[src/rtl/fir_l3_block_serializer.sv]
// Serializes 3-lane FIR output blocks into a scaled sample stream through a small block FIFO.
// Build option: define FIR_L3_SER_SAT_EN to saturate scaled samples instead of wrapping them.
module fir_l3_block_serializer #(
   parameter int DATA_IN_WIDTH  = 64,
   parameter int DATA_OUT_WIDTH = 16,
   parameter int SHIFT          = 30,
   parameter int FIFO_DEPTH     = 4
) (
   input  logic                                  clk,
   input  logic                                  reset_n,
   input  logic                                  in_valid,
   input  logic signed [DATA_IN_WIDTH-1:0]       lane_1,
   input  logic signed [DATA_IN_WIDTH-1:0]       lane_2,
   input  logic signed [DATA_IN_WIDTH-1:0]       lane_3,
   output logic                                  out_valid,
   input  logic                                  out_ready,
   output logic signed [DATA_OUT_WIDTH-1:0]      out_data,
   output logic [$clog2(FIFO_DEPTH):0]           fill_level,
   output logic                                  overflow,
   input  logic                                  clr_ovf
);

   localparam int PTR_W  = $clog2(FIFO_DEPTH);
   localparam int FILL_W = PTR_W + 1;
   localparam logic [FILL_W-1:0] DEPTH_FILL = FILL_W'(FIFO_DEPTH);
   localparam logic [PTR_W-1:0]  PTR_ONE    = {{(PTR_W-1){1'b0}}, 1'b1};
   localparam logic [FILL_W-1:0] FILL_ONE   = {{(FILL_W-1){1'b0}}, 1'b1};

   typedef enum logic [1:0] {L0 = 2'd0, L1 = 2'd1, L2 = 2'd2} lane_t;

`ifdef FIR_L3_SER_SAT_EN
   localparam logic signed [DATA_IN_WIDTH-1:0] SAT_MAX =
      {{(DATA_IN_WIDTH-DATA_OUT_WIDTH+1){1'b0}}, {(DATA_OUT_WIDTH-1){1'b1}}};
   localparam logic signed [DATA_IN_WIDTH-1:0] SAT_MIN =
      {{(DATA_IN_WIDTH-DATA_OUT_WIDTH+1){1'b1}}, {(DATA_OUT_WIDTH-1){1'b0}}};

   function automatic logic signed [DATA_OUT_WIDTH-1:0] scale(input logic signed [DATA_IN_WIDTH-1:0] x);
      logic signed [DATA_IN_WIDTH-1:0] t;
      t = x >>> SHIFT;
      if (t > SAT_MAX)
         return SAT_MAX[DATA_OUT_WIDTH-1:0];
      else if (t < SAT_MIN)
         return SAT_MIN[DATA_OUT_WIDTH-1:0];
      else
         return t[DATA_OUT_WIDTH-1:0];
   endfunction
`else
   function automatic logic signed [DATA_OUT_WIDTH-1:0] scale(input logic signed [DATA_IN_WIDTH-1:0] x);
      return DATA_OUT_WIDTH'(x >>> SHIFT);
   endfunction
`endif

   logic signed [DATA_IN_WIDTH-1:0] mem_1_r [FIFO_DEPTH];
   logic signed [DATA_IN_WIDTH-1:0] mem_2_r [FIFO_DEPTH];
   logic signed [DATA_IN_WIDTH-1:0] mem_3_r [FIFO_DEPTH];
   logic [PTR_W-1:0]                wr_ptr_r;
   logic [PTR_W-1:0]                rd_ptr_r;
   logic [FILL_W-1:0]               fill_r;
   logic [FILL_W-1:0]               fill_next_s;
   logic                            valid_r;
   logic                            ovf_r;
   lane_t                           lane_r;
   logic                            full_s;
   logic                            xfer_s;
   logic                            pop_s;
   logic                            push_s;
   logic signed [DATA_IN_WIDTH-1:0] head_s;

   assign full_s     = (fill_r == DEPTH_FILL);
   assign xfer_s     = valid_r && out_ready;
   assign pop_s      = xfer_s && (lane_r == L2);
   // A pop frees the slot in the same edge, so a full FIFO still accepts a block then.
   assign push_s     = in_valid && (!full_s || pop_s);
   assign out_valid  = valid_r;
   assign fill_level = fill_r;
   assign overflow   = ovf_r;

   // Next occupancy from push/pop combination.
   always_comb begin
      fill_next_s = fill_r;
      if (push_s && !pop_s)
         fill_next_s = fill_r + FILL_ONE;
      else if (pop_s && !push_s)
         fill_next_s = fill_r - FILL_ONE;
      else
         fill_next_s = fill_r;
   end

   // Block storage and write pointer.
   always_ff @(posedge clk or negedge reset_n) begin
      if (!reset_n) begin
         for (int i = 0; i < FIFO_DEPTH; i++) begin
            mem_1_r[i] <= '0;
            mem_2_r[i] <= '0;
            mem_3_r[i] <= '0;
         end
         wr_ptr_r <= '0;
      end else if (push_s) begin
         mem_1_r[wr_ptr_r] <= lane_1;
         mem_2_r[wr_ptr_r] <= lane_2;
         mem_3_r[wr_ptr_r] <= lane_3;
         wr_ptr_r          <= wr_ptr_r + PTR_ONE;
      end
   end

   // Occupancy, valid flag, read pointer and sticky overflow (set beats clear).
   always_ff @(posedge clk or negedge reset_n) begin
      if (!reset_n) begin
         fill_r   <= '0;
         valid_r  <= 1'b0;
         rd_ptr_r <= '0;
         ovf_r    <= 1'b0;
      end else begin
         fill_r  <= fill_next_s;
         valid_r <= (fill_next_s != '0);
         if (pop_s)
            rd_ptr_r <= rd_ptr_r + PTR_ONE;
         if (in_valid && full_s && !pop_s)
            ovf_r <= 1'b1;
         else if (clr_ovf)
            ovf_r <= 1'b0;
      end
   end

   // Lane pointer FSM: advances on each accepted sample only.
   always_ff @(posedge clk or negedge reset_n) begin
      if (!reset_n) begin
         lane_r <= L0;
      end else if (xfer_s) begin
         case (lane_r)
            L0:      lane_r <= L1;
            L1:      lane_r <= L2;
            L2:      lane_r <= L0;
            default: lane_r <= L0;
         endcase
      end
   end

   // Head-entry lane mux and scaling; output is zero while idle.
   always_comb begin
      head_s = mem_1_r[rd_ptr_r];
      case (lane_r)
         L0:      head_s = mem_1_r[rd_ptr_r];
         L1:      head_s = mem_2_r[rd_ptr_r];
         L2:      head_s = mem_3_r[rd_ptr_r];
         default: head_s = mem_1_r[rd_ptr_r];
      endcase
      if (valid_r)
         out_data = scale(head_s);
      else
         out_data = '0;
   end

endmodule

[config.mk]
export PLATFORM = sky130hd
export DESIGN_NAME = fir_l3_block_serializer
export DESIGN_NICKNAME = d
export VERILOG_FILES = /design/src/rtl/fir_l3_block_serializer.sv
export SDC_FILE = /design/constraint.sdc
export NUM_CORES = 1
export LEC_CHECK = 0
export ABC_CLOCK_PERIOD_IN_PS = 3720
export CORE_MARGIN = 3
export CORE_UTILIZATION = 30
export DETAILED_ROUTE_END_ITERATION = 10
export GPL_TIMING_DRIVEN = 0
export PLACE_DENSITY = 0.54
export REMOVE_ABC_BUFFERS = 1
export SYNTH_ARGS = -nofsm -noshare
export SYNTH_HDL_FRONTEND = slang
export SYNTH_SLANG_ARGS = --single-unit
[constraint.sdc]
create_clock -name clk -period 3.72 [get_ports clk]
set_input_delay 0.372 -clock clk [delete_from_list [all_inputs] [get_ports clk]]
set_output_delay 0.372 -clock clk [all_outputs]
set_load 0.02 [all_outputs]
==> flow_summary_export.csv <==
group,metric,value,unit
clocking,cts_buffers,23,
timing,fin_skew,0.00762,ns
synth,yosysTopAreaCellShare,52.3,%
global_routing,grt_pass1_wl,36.6,mm
detailed_routing,wl_per_cell,21.2,µm
synth,ys.flop_type,"dfrtp_1",
timing,period_share,95.4,%
floorplanning,die_area,34500,µm²
placed_design,gp_congestion,0.687,
timing,worst_pin_slew,1.27,ns
detailed_routing,drc,0,
floorplanning,core,31700,µm²
clocking,clock-sinks,203,
critical_path,ff2ff_setup_slack,0.28,ns
critical_path,reg2reg_to,"mem_3_r[223]",
synth,synth_top_cell_by_area,"dfrtp_1",
clocking,clk_path_buf_depth,3,
timing,period_minus_slack,3.55,ns
pwr,pwr-share-seq,35.4,%
timing,rsz0062_at_grt,"false",
placed_design,portBuffers,73,
clocking,clk_pin_slew_worst_paths,0.06,ns
min_path,min_to,"overflow",
clocking,cts_tree,"done",
global_routing,overflow,0,
synth,ys_types,30,
critical_path,cp-end-kind,"primary output",
timing,hold_viol,0,
global_routing,antenna_found_initial,2,
floorplanning,pin_count,218,
pwr,intPower,7.72,mW
detailed_routing,wirelength,22.6,mm
critical_path,r2r_start,"lane_r[0]",
pwr,switching_share,33.1,%
outcome,status,"completed",
synth,ys_seq_area_share,52.3,%
critical_path,cp-start-kind,"flop",
pwr,clock_power_share,18.7,%
min_path,hold_path.startpoint,"clr_ovf",
min_path,min_path_type,"in -> reg",
timing,holdWs,0.456,ns
floorplanning,die_height,186,µm
floorplanning,initial_utilization,30.6,%
cells_and_area,drive_gt1_share,44.1,%
detailed_routing,vias,5401,
clocking,post-cts-setup-buffers,0,
synth,syn_avg_cell_area,16.5,µm²
cells_and_area,final_nets,857,
placed_design,hpwl,13.5,mm
cells_and_area,area_growth,17.6,%
critical_path,cp.required,3.35,ns
critical_path,critical_path_peak_fanout,19,
synth,synth-async-reset-ratio,100,%
pwr,combPwrFrac,45.9,%
floorplanning,rows,65,
floorplanning,die_x,186,µm
detailed_routing,first_iter_violations,301,
cells_and_area,utilization,36.0,%
cells_and_area,diodes,0,
clocking,clock-root-buffer,"clkbuf_16",
detailed_routing,viasPerCell,5.06,
global_routing,grt_max_degree,106,
pwr,power.density,1010,nW/µm²
global_routing,first_global_vias,6299,
job,drv_cap,0,
critical_path,crit_type,"reg -> out",
detailed_routing,dr.pass1.iters,4,
synth,ys_top_cells_by_count,"dfrtp_1, mux2_2, mux2_4, mux4_2, o21ai_0",
global_routing,grt_usage,13.6,%
synth,syn_inst,588,
synth,synth-seq-cells,203,
timing,setup_viol,0,
critical_path,r2r_cells,6,
detailed_routing,drtAntennaViolNets,0,
synth,yosys_warnings,0,
min_path,min_path_cells,2,
pwr,power.static_leakage,4.96,nW
clocking,h-tree-depth,1,
timing,fmax,282,MHz
synth,netlist_area,9710,µm²
timing,drv_slew,0,
pwr,switching_power,3.82,mW
synth,synth_most_common_cell,"dfrtp_1",
timing,setup_tns,0,ns
timing,slew_headroom,15.5,%
pwr,peakVddDrop,0.404,mV
synth,synthTopCellsByArea,"dfrtp_1, mux2_2, mux2_4",
synth,synth-edff-count,0,
critical_path,worstPathArrival,3.18,ns
clocking,clk-insertion-delay-late,0.50,ns
cells_and_area,fillers,2984,
worst max-delay path, stage by stage (launching register included):
cell,delay (ns)
dfrtp_1,0.41
inv_1,0.10
ha_1,1.01
a22oi_1,0.15
a21oi_1,0.33
clkdlybuf4s50_1,0.68
per-stage QoR:
step | cell area [µm²] | worst slack [ns] | total power [mW] | std cells
after floorplan | 9330 | 0.335 | 7.62 | 546
after global placement | 10600 | -5.52 | 9.21 | 1021
after detailed placement | 10700 | 0.228 | 9.50 | 1025
after CTS | 11400 | 0.113 | 11.7 | 1067
after global routing | 11400 | 0.0209 | 12.3 | 1067
final | 11400 | 0.171 | 11.5 | 1067
layout by cell type, fill, tap and decap left out, types with 2 or more instances in the layout:
cell type,n
a21oi_1,18
a22oi_1,16
and3_1,2
buf_16,3
clkbuf_1,5
clkbuf_16,23
clkbuf_8,7
clkdlybuf4s50_1,72
clkinv_2,6
dfrtp_1,201
ha_1,10
inv_1,8
mux2_2,115
mux2_4,80
mux4_2,48
nand2_1,5
nand2_4,4
nand3_1,2
o21ai_0,19
o22ai_1,3
xnor2_1,3
sequential cells by signal, summed over array words and instances (netlist names):
name	count
out_valid	1
wr_ptr_r	2
mem_1_r	64
lane_r	2
fill_level	3
mem_3_r	64
mem_2_r	64
overflow	1
rd_ptr_r	2
power groups by stage:
| stage | sequential, mW | combinational, mW | clock, mW |
|---|---|---|---|
| after floorplan | 3.98 | 3.65 | 0 |
| after global placement | 4.21 | 5.00 | 0 |
| after detailed placement | 4.11 | 5.39 | 0 |
| after CTS | 4.08 | 5.42 | 2.22 |
| after global routing | 4.22 | 5.71 | 2.33 |
| final | 4.08 | 5.30 | 2.16 |
area by class of cell:
type / instances / area (µm²) / area share (%)
Clock buffer: 35 / 691 / 6.05
Clock inverter: 6 / 30.0 / 0.263
Inverter: 8 / 30.0 / 0.263
Multi-Input combinational cell: 335 / 4230 / 37.0
Sequential cell: 203 / 5080 / 44.6
Tap cell: 402 / 503 / 4.41
Timing Repair Buffer: 78 / 848 / 7.43
repair_timing:
action	CTS	global route
setup endpoints to repair	1	0
endpoints found under the hold margin	104	0
hold buffers	1	0
gates resized for setup	1	0
metal layers:
layer  GRT usage [%]  up-vias  share of wire (%)
li1                -     2336                  -
met4            3.16        4                2.0
met2            24.2      115                 51
met1            17.0     2904                 42
met3            2.83       42                5.1
met5               0        -              0.062
worst max-delay path by stage:
stage | start | to | slack (ns) | depth (start not counted)
CTS | lane_r[0] | out_data[5] | 0.11 | 5
global placement | reset_n | mem_2_r[168] | -5.52 | 1
finish | lane_r[0] | out_data[8] | 0.17 | 5
global route | lane_r[0] | out_data[8] | 0.02 | 5
detailed placement | lane_r[0] | mem_3_r[225] | 0.23 | 6
floorplan | rd_ptr_r[0] | out_data[0] | 0.34 | 3
logic make-up (layout without fill, tap and decap cells):
kind of cell / Yosys count / count (layout) / synth area share (%)
fa+ha+maj: 11 / 11 / 1.42
buf+inv: 50 / 127 / 4.14
simple gates: 19 / 19 / 1.29
compound gates: 59 / 59 / 3.69
xor+xnor: 3 / 3 / 0.271
flops: 203 / 203 / 52.3
mux: 243 / 243 / 36.9
(Power assumes the default switching activity.)
